**config.mk**
```make
export PLATFORM = sky130hd
export DESIGN_NAME = manchester_serdes
export DESIGN_NICKNAME = d
export VERILOG_FILES = /design/src/rtl/manchester_serdes.sv
export SDC_FILE = /design/constraint.sdc
export NUM_CORES = 1
export LEC_CHECK = 0
export CAP_MARGIN = 20
export CORE_MARGIN = 2
export CORE_UTILIZATION = 55
export DETAILED_ROUTE_END_ITERATION = 8
export PLACE_DENSITY_LB_ADDON = 0.08
export SLEW_MARGIN = 40
export SYNTH_ARGS = -nofsm -noshare
export SYNTH_HDL_FRONTEND = slang
export SYNTH_SLANG_ARGS = --single-unit
```
**constraint.sdc**
```tcl
create_clock -name clk -period 3.85 [get_ports clk]
set_clock_uncertainty 0.2 [all_clocks]
set_input_delay 0.77 -clock clk [delete_from_list [all_inputs] [get_ports clk]]
set_output_delay 0.77 -clock clk [all_outputs]
set_load 0.02 [all_outputs]
```
**src/rtl/manchester_serdes.sv**
```systemverilog
// Serial Manchester transmitter and receiver on one clock, IEEE or Thomas polarity.
// TX serialises a handshaked word MSB-first; RX decodes, flags code violations and counts errored frames.
module manchester_serdes #(
    parameter int WIDTH           = 8,
    parameter int HALF_BIT_CYCLES = 4,
    parameter int ERR_CNT_W       = 8
) (
    input  logic                 clk,
    input  logic                 rst,
    input  logic                 mode,
    input  logic [WIDTH-1:0]     tx_data,
    input  logic                 tx_valid,
    output logic                 tx_ready,
    output logic                 tx_line,
    output logic                 tx_sof,
    output logic                 tx_busy,
    input  logic                 rx_line,
    input  logic                 rx_start,
    output logic [WIDTH-1:0]     rx_data,
    output logic                 rx_valid,
    output logic                 rx_err,
    output logic [ERR_CNT_W-1:0] err_count
);

    localparam int HC_W  = $clog2(HALF_BIT_CYCLES);
    localparam int IDX_W = $clog2(2 * WIDTH);
    localparam logic [HC_W-1:0]  HC_LAST  = HC_W'(HALF_BIT_CYCLES - 1);
    localparam logic [HC_W-1:0]  HC_MID   = HC_W'(HALF_BIT_CYCLES / 2);
    localparam logic [IDX_W-1:0] IDX_LAST = IDX_W'(2 * WIDTH - 1);

    typedef enum logic {TX_IDLE, TX_SEND} tx_state_t;
    typedef enum logic {RX_IDLE, RX_RECV} rx_state_t;

    tx_state_t        tx_state, tx_state_next;
    logic [WIDTH-1:0] tx_shift;
    logic [WIDTH-1:0] tx_shift_adv;
    logic             tx_mode;
    logic [HC_W-1:0]  tx_cnt;
    logic [IDX_W-1:0] tx_idx;
    logic             tx_accept;
    logic             tx_half_end;
    logic             tx_frame_end;
    logic             tx_line_next;

    assign tx_accept    = (tx_state == TX_IDLE) && tx_valid;
    assign tx_half_end  = (tx_state == TX_SEND) && (tx_cnt == HC_LAST);
    assign tx_frame_end = tx_half_end && (tx_idx == IDX_LAST);
    assign tx_shift_adv = tx_shift << 1;

    always_ff @(posedge clk) begin
        if (rst) begin
            tx_state <= TX_IDLE;
            tx_shift <= '0;
            tx_mode  <= 1'b0;
            tx_cnt   <= '0;
            tx_idx   <= '0;
            tx_line  <= 1'b0;
            tx_sof   <= 1'b0;
            tx_busy  <= 1'b0;
            tx_ready <= 1'b1;
        end else begin
            tx_state <= tx_state_next;
            tx_line  <= tx_line_next;
            tx_sof   <= tx_accept;
            tx_busy  <= (tx_state_next == TX_SEND);
            tx_ready <= (tx_state_next == TX_IDLE);
            if (tx_accept) begin
                tx_shift <= tx_data;
                tx_mode  <= mode;
                tx_cnt   <= '0;
                tx_idx   <= '0;
            end else if (tx_state == TX_SEND) begin
                if (tx_half_end) begin
                    tx_cnt <= '0;
                    tx_idx <= tx_idx + IDX_W'(1);
                    // The MSB leaves the shifter only once both its halves are on the line.
                    if (tx_idx[0]) tx_shift <= tx_shift_adv;
                end else begin
                    tx_cnt <= tx_cnt + HC_W'(1);
                end
            end
        end
    end

    always_comb begin
        tx_state_next = tx_state;
        case (tx_state)
            TX_IDLE: if (tx_valid) tx_state_next = TX_SEND;
            TX_SEND: if (tx_frame_end) tx_state_next = TX_IDLE;
            default: tx_state_next = TX_IDLE;
        endcase
    end

    // First half of a bit is bit^mode; the second half is always its complement.
    always_comb begin
        tx_line_next = 1'b0;
        case (tx_state)
            TX_IDLE: if (tx_valid) tx_line_next = tx_data[WIDTH-1] ^ mode;
            TX_SEND: begin
                if (!tx_half_end)      tx_line_next = tx_line;
                else if (tx_frame_end) tx_line_next = 1'b0;
                else if (!tx_idx[0])   tx_line_next = ~tx_line;
                else                   tx_line_next = tx_shift_adv[WIDTH-1] ^ tx_mode;
            end
            default: tx_line_next = 1'b0;
        endcase
    end

    rx_state_t          rx_state, rx_state_next;
    logic               rx_mode;
    logic [HC_W-1:0]    rx_cnt;
    logic [IDX_W-1:0]   rx_idx;
    logic               rx_first;
    logic [WIDTH-1:0]   rx_shift;
    logic               rx_viol;
    logic               rx_sample;
    logic               rx_pair;
    logic               rx_last;
    logic               rx_bad;
    logic               rx_bit;
    logic [WIDTH-1:0]   rx_shift_next;
    logic               rx_viol_next;
    logic               rx_valid_next;
    logic [WIDTH-1:0]   rx_data_next;
    logic               rx_err_next;
    logic [ERR_CNT_W-1:0] err_count_next;

    assign rx_sample     = (rx_state == RX_RECV) && !rx_start && (rx_cnt == HC_MID);
    assign rx_pair       = rx_sample && rx_idx[0];
    assign rx_last       = rx_pair && (rx_idx == IDX_LAST);
    assign rx_bad        = (rx_first == rx_line);
    assign rx_bit        = !rx_bad && (rx_first ^ rx_mode);
    assign rx_shift_next = (rx_shift << 1) | WIDTH'(rx_bit);
    assign rx_viol_next  = rx_viol | rx_bad;

    // rx_cnt/rx_idx track the offset from the rx_start cycle, so cnt==H/2 is mid half-bit.
    always_ff @(posedge clk) begin
        if (rst) begin
            rx_state  <= RX_IDLE;
            rx_mode   <= 1'b0;
            rx_cnt    <= '0;
            rx_idx    <= '0;
            rx_first  <= 1'b0;
            rx_shift  <= '0;
            rx_viol   <= 1'b0;
            rx_valid  <= 1'b0;
            rx_data   <= '0;
            rx_err    <= 1'b0;
            err_count <= '0;
        end else begin
            rx_state  <= rx_state_next;
            rx_valid  <= rx_valid_next;
            rx_data   <= rx_data_next;
            rx_err    <= rx_err_next;
            err_count <= err_count_next;
            if (rx_start) begin
                rx_mode  <= mode;
                rx_cnt   <= HC_W'(1);
                rx_idx   <= '0;
                rx_first <= 1'b0;
                rx_shift <= '0;
                rx_viol  <= 1'b0;
            end else if (rx_state == RX_RECV) begin
                if (rx_cnt == HC_LAST) begin
                    rx_cnt <= '0;
                    rx_idx <= rx_idx + IDX_W'(1);
                end else begin
                    rx_cnt <= rx_cnt + HC_W'(1);
                end
                if (rx_sample && !rx_idx[0]) rx_first <= rx_line;
                if (rx_pair) begin
                    rx_shift <= rx_shift_next;
                    rx_viol  <= rx_viol_next;
                end
            end
        end
    end

    always_comb begin
        rx_state_next = rx_state;
        case (rx_state)
            RX_IDLE: if (rx_start) rx_state_next = RX_RECV;
            RX_RECV: if (!rx_start && rx_last) rx_state_next = RX_IDLE;
            default: rx_state_next = RX_IDLE;
        endcase
    end

    always_comb begin
        rx_valid_next  = 1'b0;
        rx_data_next   = rx_data;
        rx_err_next    = rx_err;
        err_count_next = err_count;
        if (rx_last) begin
            rx_valid_next = 1'b1;
            rx_data_next  = rx_shift_next;
            rx_err_next   = rx_viol_next;
            if (rx_viol_next && (err_count != '1)) err_count_next = err_count + ERR_CNT_W'(1);
        end
    end

endmodule

```
# Yosys cells after proc, flatten, opt, wreduce, memory -nomap -nowiden
# Index checks and enable logic that the tools add are counted.
# totals
output_inout_bits	22
elab_cells	88
inputBits	14
regBits	53
# classes
n_mux	20
add_sub_neg	5
eq_ne	8
bitwise	9
reduce_logical	26
# ops
cell	count
$mux 7	4
$logic_and 1x1->1	11
$mux 1	11
$reduce_and 2->1	5
$add 4x1->4 const B	2
$add 8x1->8 const B	1
$eq 4x4->1 const B	2
$ne 8x8->1 const B	1
$or 8x1->8	1
$reduce_bool 2->1	4
$eq 2x2->1 const B	3
$pmux 1 s2	3
$add 2x1->2 const B	2
$mux 2	2
$not 1->1	4
$reduce_or 2->1	2
$logic_not 1->1	3
$reduce_and 3->1	1
$xor 1x1->1	3
$ne 2x1->1 const B	1
$eq 1x1->1	1
$or 1x1->1	1

# Longest topological paths before layout
# depth
ltp_word	8
ltp_mapped	7
depth_no_buf	6

# Worst setup path before layout
# Ideal clock, no wire load.
# synth_timing
path_kind	in2reg
startpoint	in rx_start
endpoint	reg err_count[5]
slack_ns	1.735
required_time_ns	3.529
setup_ns	0.121
stages	4
n_path_buf	0
arrival_ns	1.795
cell_sequence	and4b_2 o211ai_4 nor4_1 mux2_2
# synth_between
elab_chain_len	6
# synth_lines
element	line	rtl
start: declaration	18	input logic rx_start,
$logic_not 1->1	128	assign rx_sample = (rx_state == RX_RECV) && !rx_start && (rx_cnt == HC_MID);
$logic_and 1x1->1 (2 in a row)	128	
$logic_and 1x1->1	129	assign rx_pair = rx_sample && rx_idx[0];
$logic_and 1x1->1	130	assign rx_last = rx_pair && (rx_idx == IDX_LAST);
$reduce_and 2->1 (no line)	--	
end signal: assignment	155	err_count <= err_count_next;
end: declaration	22	output logic [ERR_CNT_W-1:0] err_count
# No other way between the ends.
# A chain may end at the register's enable or synchronous reset.

# Final worst setup path
# Same ends and word-level chain as after synthesis.

==> flow_summary.toml <==
[die]
die_h_um = 67.6
core_um2 = 3940
start_util_pct = 56.4
dieArea_um2 = 4570
die_width_um = 67.6
ios = 36
rows = 23

[sta]
tns_ns = 0
slew_headroom_pct = 60.4
setup_viol = 0
fmax_ghz = 0.374
min_period_over_period_pct = 69.4
rsz0062_at_grt = "false"
drv_slew = 0
setup_slack_ns = 1.18
tightestPinTransition_ns = 0.592
period_minus_slack_ns = 2.67
hold_viol_final = 0

[synthesis]
synth_edf_count = 0
syn_inst = 258
synth_ff_type = "dfxtp_1"
ys_seq_area_share_pct = 47.7
synth_compound_area_share_pct = 15.9
synth_cell_types = 38
avgSynthCellArea_um2 = 8.62
synth_area_leaders = "dfxtp_1 (48%), a21oi_1 (7.2%), nand2_1 (6.6%)"
synthXorXnorAreaFrac_pct = 2.36
synthSimpleGateAreaFrac_pct = 23.2
synthAdderAreaFrac_pct = 3.37
synth_top_family_by_area = "simple AND/OR/NAND/NOR gates"
synthMuxAreaShare_pct = 4.11
synth_top_area_cell = "dfxtp_1"
yosys-top-cells-count = "dfxtp_1 (53), nand2_1 (39), a21oi_1 (32), nor2_1 (32)"
yosys_warnings = 0
yosysMostFrequentCell = "dfxtp_1"
netlist_area_um2 = 2220
synth-async-reset-ratio_pct = 0
syn_nets = 278
synth_seq_cells = 53
synth.top_cell.area_share_pct = 47.7

[detailed_routing]
drtIter0Drc = 111
dr.max_layer_used = "met4"
wl_met2_um = 1880
wl_um = 4090
viasPerCell = 5.42
ant_nets = 0
dr.pass1.iters = 4
wl_met3_um = 174
wl_met1_um = 1980
wl_per_cell_um = 12.1
vias = 1832
drc_errors = 0

[place]
dp.final_hpwl_um = 2990
dp.cells = 331
io_buffer_count = 35
routabilityCongestion = 0.790
dp_slack_ns = 0.862

[layout]
layout.cells.non_filler = 338
final_layout_size_suffix_gt1_share_pct = 4.17
area_delta_synth_final_pct = 20.3
antenna_cells = 0
fillers = 321
seq_area_um2 = 1060
multi_input_area_um2 = 1090
final_nets = 308

[worst_setup_path]
crit_type = "input pin to flop"
crit_fanout = 16
required_ns = 3.84
regToRegSetupSlack_ns = 1.65
crit_chain = "clkdlybuf4s50_1, and4b_2, o211ai_4, nor4_1, mux2_2"
cp_slowest_cell = "clkdlybuf4s50_1"
r2r-end = "err_count[5]$_SDFFE_PP0P_"
slowest_delay_ns = 0.51
crit_buf_inv = 1
end_kind = "flop"
rr_worst_depth = 6
path_delay_family = "simple AND/OR/NAND/NOR gates"
startpoint_type = "input pin"
arrival_ns = 2.67
r2r_start = "rx_cnt[0]$_SDFFE_PP0P_"

[power]
p_int_uw = 738
switching_share_pct = 22.2
ir_drop_mv = 0.241
seqPwrFrac_pct = 60.3
power.leakage_nw = 0.963
pwr-share-comb_pct = 7.4
power_uw = 948
p_sw_uw = 211
power_density_nw_per_um2 = 354
p_clk_share_pct = 32.3

[worst_hold_path]
min_delay_path_depth = 2
hold_path_end = "rx_data[4]$_SDFFE_PP0P_"
hold_class = "flop to flop"
min_from = "rx_data[4]$_SDFFE_PP0P_"

[clocking]
holdBufCountCts = 0
ctsResizeCount = 0
worstSkewPairLatency_ns = 0.30
clockRootBuffer = "clkbuf_8"
numClockSinks = 53
max-clock-path-buffers = 2
cts_tree = "yes"
numCtsBuffers = 5
clk_pin_slew_ns = 0.08
cts_setup_buffers = 0
cts_max_level = 2

[status]
run_status = "finished clean"

[global_routing]
grt_pass1_vias = 1650
antenna_found_initial = 0
gr-total-overflow = 0
grt_max_degree = 31
track_usage_pct = 20.0
grt_pass1_wl_um = 7030

[run]
max_cap_violations = 0
-- worst min-delay path, delay by kind of cell (launching register included) --
kind | cells | cell delay (ns)
AO/OA/AOI/OAI | 1 | 0.05
flip-flops | 1 | 0.32
AND/OR/NAND/NOR | 1 | 0.05
-- stage by stage --
step                      area (um2)  utilization, %  hold WS [ns]
after floorplan                 2220               -         0.232
after global placement          2590            65.7         0.244
after detailed placement        2590            65.7         0.249
after CTS                       2680            67.9         0.261
after global routing            2680            67.9         0.273
final                           2680            67.9         0.263
-- worst max-delay path by stage --
| stage | to | depth (start not counted) | startpoint |
|---|---|---|---|
| 6_report | err_count[5]$_SDFFE_PP0P_ | 5 | rx_start |
| 5_1_grt | err_count[5]$_SDFFE_PP0P_ | 5 | rx_start |
| 4_1_cts | err_count[5]$_SDFFE_PP0P_ | 5 | rx_start |
| 3_5_place_dp | err_count[5]$_SDFFE_PP0P_ | 5 | rx_start |
| 3_3_place_gp | err_count[5]$_SDFFE_PP0P_ | 5 | rx_start |
| 2_1_floorplan | err_count[5]$_SDFFE_PP0P_ | 4 | rx_start |
-- metal layers --
layer | vias up | GRT usage, %
met5 | - | 0
met4 | 0 | 6.89
met3 | 6 | 4.50
met2 | 41 | 33.3
met1 | 824 | 25.5
li1 | 961 | -
-- power groups by stage --
| stage | clock network (mW) | logic (mW) | registers [mW] |
|---|---|---|---|
| detailed placement | 0 | 0.0706 | 0.584 |
| CTS | 0.318 | 0.0707 | 0.572 |
| finish | 0.307 | 0.0698 | 0.572 |
| global placement | 0 | 0.0696 | 0.584 |
| floorplan | 0 | 0.0411 | 0.584 |
| global route | 0.336 | 0.0781 | 0.574 |
-- area by class of cell --
class | instances | share of cell area [%]
flip-flops and latches | 53 | 39.6
inverters | 5 | 0.701
repair buffers | 36 | 13.4
well taps | 50 | 2.34
multi-input cells | 187 | 40.7
clock buffers | 7 | 3.23
-- sequential cells by signal (all words and copies together), names as in the netlist --
signal,flops
err_count,8
tx_mode,1
rx_viol,1
rx_mode,1
rx_valid,1
rx_data,8
rx_state,1
tx_shift,7
rx_first,1
rx_cnt,2
tx_cnt,2
tx_idx,4
tx_sof,1
tx_line,1
rx_shift,7
tx_state,1
tx_ready,1
rx_idx,4
rx_err,1
-- cells in the final DEF, fill, tap and decap left out, types with 2 or more instances in the layout --
cell and count:
a211oi_1 9, a21oi_1 32, clkbuf_8 6, clkdlybuf4s50_1 35
dfxtp_1 53, ha_1 6, inv_1 5, mux2i_1 8
nand2_1 39, nand3_1 9, nand4b_1 2, nor2_1 32
nor2b_1 3, nor3_1 5, nor3b_1 4, o21ai_0 4
o31ai_1 3, o41ai_1 2, or3_1 2, or4_1 5
xnor2_1 2, xor2_1 4
-- cell families after synthesis --
kind of cell / count (synthesis)
flops: 53
compound gates: 56
simple gates: 110
mux: 9
buf+inv: 18
fa+ha+maj: 6
xor+xnor: 6
Power figures use the tool's default switching activity.
==> variant 1: new RTL, same settings <==
The parameter `HALF_BIT_CYCLES` goes from 4 to 8.
--- a/src/rtl/manchester_serdes.sv
+++ b/src/rtl/manchester_serdes.sv
@@ -4,3 +4,3 @@
     parameter int WIDTH           = 8,
-    parameter int HALF_BIT_CYCLES = 4,
+    parameter int HALF_BIT_CYCLES = 8,
     parameter int ERR_CNT_W       = 8
Formal check against the unedited RTL: not equivalent (Yosys sat finds a counterexample within 10 cycles, from zero or initial values and one cycle with rst high).
==> variant 1 against the unedited design <==
Worst setup slack got worse by 54 ps. Total power is 12% higher. Design area rose by 6.7%. Critical endpoint is now err_count[6]. Area after synthesis grew 7.3%. Critical path type unchanged. Sequential cell count up 2. Count of clock-buffer cells in the layout is 1 lower. Final cell count increased by 2.1%. Wire length grew 14%.
==> variant 1: results (changes against the unedited design) <==
| Metric | Value |
|---|---|
| Syn. warnings | `0 (unchanged)` |
| Signal buf overhead | `12.5% (-0.84 points)` |
| Gate Count Post-Synth | `264 (+2.3%)` |
| Critical path peak fanout | `14 (-2)` |
| Synth top cells by count | `dfxtp_1 (55), nor2_1 (36), a21oi_1 (28)` |
| Setup WS pre-CTS | `801 ps (-60.9 ps)` |
| Nets@finish | `316 (+2.6%)` |
| Post-synthesis sequential area ratio | `46.1% (-1.6 points)` |
| Run status | `finished clean` |
| Hold Crit Start | `tx_shift[0]` |
| WL/cell | `13.5 um (+11%)` |
| GRT Overall Usage | `19.9% (-0.16 points)` |
| PD cells | `372 nW/um^2 (+4.9%)` |
| Seq area share | `38.5% (-1.1 points)` |
| Internal power | `0.826 mW (+12%)` |
| Final worst slack | `1130 ps (-54.3 ps)` |
| Share of cells above drive strength 1 | `4.75% (+0.58 points)` |
| DRT iter0 DRCs | `93 (-16%)` |
| Critical Path End | `err_count[6]` |
| Largest net degree at the start of global routing | `32 (+3.2%)` |
| DP Area | `2740 um^2 (+5.7%)` |
| First-pass GRT wire length | `7940 um (+13%)` |
| Clk. pwr | `0.398 mW (+30%)` |
| Leak | `1.04 nW (+8.2%)` |
| Synth cell types | `40 (+5.3%)` |
| Final HPWL DP | `3200 um (+7.3%)` |
| Via/cell ratio | `5.65 (+4.2%)` |
| FF+latch area | `1100 um^2 (+3.8%)` |
| R2R depth | `5 (-1)` |
| Via count | `1949 (+6.4%)` |
| Non-clk invs | `6 (+1)` |
| Hold WS | `270 ps (+7.77 ps)` |
| Reg2Reg Setup Slack | `1460 ps (-190 ps)` |
| Sequential group power | `0.593 mW (+3.7%)` |
| Async set-reset flop share out of synthesis | `0% (unchanged)` |
| Dpl cells | `337 (+1.8%)` |
| Routability cong. | `0.752 (-4.8%)` |
| Synth top area cells | `dfxtp_1 (46%), mux2i_1 (8.0%), a21oi_1 (5.9%)` |
| # diodes | `0 (unchanged)` |
| Fill count | `347 (+8.1%)` |
| Die footprint | `4880 um^2 (+6.9%)` |
| Multi-input logic portion of the cell area | `41.8% (+1.1 points)` |
| Worst-Margin Slew | `742 ps (+150 ps)` |
| # clk buffers | `6 (-1)` |
| Mapped Nets | `286 (+2.9%)` |
| Number of global-route vias before repair | `1758 (+6.5%)` |
| Critical path data arrival time | `2740 ps (+70 ps)` |
| Peak supply drop | `0.000288 V (+19%)` |
| Synthesized flop and latch total | `55 (+3.8%)` |
| Clock slew at reported path FFs | `100 ps (+20 ps)` |
| Clock tree root driver cell | `clkbuf_8` |
| Min-Delay Endpoint | `tx_shift[0]` |
| Clock buf/inv share | `4.12% (+0.89 points)` |
| Multi-input comb cells | `190 (+1.6%)` |
| FF-to-FF Start | `rx_idx[0]` |
[variant 1: cell types whose count changed after synthesis, moves of 3 or more]
cell and delta:
nor2_1 +4, mux2i_1 +11, a21oi_1 -4, nand3_1 +7, nand2b_1 +3, nand2_1 -20, buf_2 -4, o21ai_0 +3
[variant 1: per-layer routing]
layer,vias up,GRT usage (%),share of wire (%)
met5,-,0,0
met4,0,7.91,1.6
met3,7,3.46,3.6
met2,42,32.9,48
met1,910,25.8,47
li1,990,-,-
[variant 1: logic make-up (layout without fill, tap and decap cells)]
kind of cell | Yosys count | after routing | synth area share (%)
buffers and inverters | 19 | 50 | 3.83
adders and majority gates | 8 | 8 | 4.19
DFF | 55 | 55 | 46.1
muxes | 21 | 21 | 8.91
and+or+nand+nor | 104 | 104 | 21.8
xor gates and xnor gates | 6 | 6 | 2.20
AOI/OAI and AO/OA | 51 | 51 | 13.0
[variant 1: critical path, cell delays in order]
cell	delay, ps
clkdlybuf4s50_1	490
and4b_1	540
o211ai_4	230
nor4_1	340
mux2_2	370
==> variant 2: new RTL, config.mk and constraints unchanged <==
Without the edit above. Register the output `err_count` once more; this adds one clock of latency there. The other outputs are not delayed to match.
--- a/src/rtl/manchester_serdes.sv
+++ b/src/rtl/manchester_serdes.sv
@@ -32,2 +32,4 @@
     typedef enum logic {RX_IDLE, RX_RECV} rx_state_t;
+
+    logic [ERR_CNT_W-1:0] err_count_s0;
 
@@ -148,3 +150,3 @@
             rx_err    <= 1'b0;
-            err_count <= '0;
+            err_count_s0 <= '0;
         end else begin
@@ -154,3 +156,3 @@
             rx_err    <= rx_err_next;
-            err_count <= err_count_next;
+            err_count_s0 <= err_count_next;
             if (rx_start) begin
@@ -191,3 +193,3 @@
         rx_err_next    = rx_err;
-        err_count_next = err_count;
+        err_count_next = err_count_s0;
         if (rx_last) begin
@@ -196,3 +198,3 @@
             rx_err_next   = rx_viol_next;
-            if (rx_viol_next && (err_count != '1)) err_count_next = err_count + ERR_CNT_W'(1);
+            if (rx_viol_next && (err_count_s0 != '1)) err_count_next = err_count_s0 + ERR_CNT_W'(1);
         end
@@ -200,2 +202,6 @@
 
+    always_ff @(posedge clk) begin
+        err_count <= err_count_s0;
+    end
+
 endmodule
Formal check against the unedited RTL: same outputs for any inputs over 10 cycles, from zero or initial values and one cycle with rst high; that may be too few to reach the edited logic, so the function may still have changed.
==> variant 2 against the unedited design <==
Worst setup slack got worse by 25 ps. Sequential power rose by 15%. Area after synthesis rose by 7.8%. Design area rose by 11%. Critical path depth did not move. Global-route usage fell by 0.20 points. Sequential cell count rose by 8. Final cell count rose by 5.9%. Utilization rose by 1.8 points. Total power rose by 39%. Wire length rose by 8.5%. Largest power group unchanged. Highest routed layer unchanged.
==> variant 2: results (changes against the unedited design) <==
| Metric | Value |
|---|---|
| Setup WS pre-CTS | `788 ps (-73.7 ps)` |
| GRT Overall Usage | `19.8% (-0.20 points)` |
| Number of global-route vias before repair | `1715 (+3.9%)` |
| Fill count | `385 (+20%)` |
| GR Util met2 | `30.9% (-2.4 points)` |
| Run status | `finished clean` |
| Peak supply drop | `0.000304 V (+26%)` |
| Mapped Nets | `288 (+3.6%)` |
| Leak | `1.09 nW (+13%)` |
| Met3 Use GR | `5.77% (+1.3 points)` |
| Share of cells above drive strength 1 | `6.54% (+2.4 points)` |
| Nets@finish | `321 (+4.2%)` |
| Via count | `1925 (+5.1%)` |
| RR Endpoint | `err_count_s0[5]` |
| Post-Route WL | `4440 um (+8.5%)` |
| Post-synth top area share | `50.9% (+3.2 points)` |
| Final HPWL DP | `3050 um (+2.0%)` |
| Largest net degree at the start of global routing | `21 (-32%)` |
| Synth top area cells | `dfxtp_1 (51%), nand2_1 (6.4%), a21oi_1 (6.1%)` |
| Worst-Margin Slew | `694 ps (+102 ps)` |
| Synth top cells by count | `dfxtp_1 (61), nand2_1 (41), nor2_1 (33)` |
| First-pass GRT wire length | `7680 um (+9.2%)` |
| Final worst slack | `1150 ps (-25.4 ps)` |
| H-tree depth | `3 (+1)` |
| Routability cong. | `0.796 (+0.75%)` |
| Worst-Skew Late Latency | `340 ps (+40 ps)` |
variant 2: cell types whose count changed after synthesis, moves of 2 or more:
| cell | before | now |
|---|---|---|
| dfxtp_1 | 53 | 61 |
| clkbuf_1 | 8 | 10 |
| xnor2_1 | 2 | 4 |
| nand2b_1 | 1 | 3 |
| buf_2 | 5 | 2 |
| or4b_1 | 0 | 2 |
| a21oi_1 | 32 | 29 |
| or4_1 | 5 | 3 |
| nand2_1 | 39 | 41 |
variant 2: power by group:
group	switching, mW	internal (mW)	leakage [nW]
Clock	0.237	0.351	0.106
Sequential	0.0120	0.645	0.495
Combinational	0.0376	0.0355	0.485
Total	0.286	1.03	1.09
variant 2: metal layers:
layer	routed length, um	up-vias	share of wire [%]
met3	147	10	3.3
li1	-	996	-
met4	108	0	2.4
met1	2070	887	47
met2	2120	32	48
met5	0	-	0
variant 2: worst min-delay path by stage:
| stage | slack, ps | cells past startpoint | to | from |
|---|---|---|---|---|
| after floorplan | 160 | 0 | err_count[6] | err_count_s0[6] |
| after global placement | 170 | 0 | err_count[5] | err_count_s0[5] |
| after detailed placement | 180 | 0 | err_count[5] | err_count_s0[5] |
| after CTS | 190 | 0 | err_count[5] | err_count_s0[5] |
| after global routing | 200 | 0 | err_count[6] | err_count_s0[6] |
| final | 190 | 0 | err_count[5] | err_count_s0[5] |
variant 2: metrics by stage:
stage / hold slack [ps] / util (%) / std cells
3_5_place_dp: 181 / 64.7 / 342
5_1_grt: 199 / 69.7 / 358
2_1_floorplan: 161 / - / 268
4_1_cts: 190 / 69.7 / 358
6_report: 188 / 69.7 / 358
3_3_place_gp: 174 / 64.7 / 342
variant 2: cell type report:
class                           count  area [um^2]  area share, %
Multi-Input combinational cell    187         1090           36.8
Tap cell                           52         65.1           2.19
Clock buffer                       13          169           5.69
Inverter                            6         22.5          0.758
Timing Repair Buffer               36          358           12.0
Clock inverter                      3         42.5           1.43
Sequential cell                    61         1220           41.1
variant 2: cells by family (layout without fill, tap and decap cells):
kind of cell,Yosys count,count (layout),share of synthesized area (%)
mux,9,9,3.81
compound gates,54,54,14.4
fa+ha+maj,6,6,3.13
simple gates,111,111,21.6
flops,61,61,50.9
xor+xnor,7,7,2.56
buf+inv,20,58,3.55
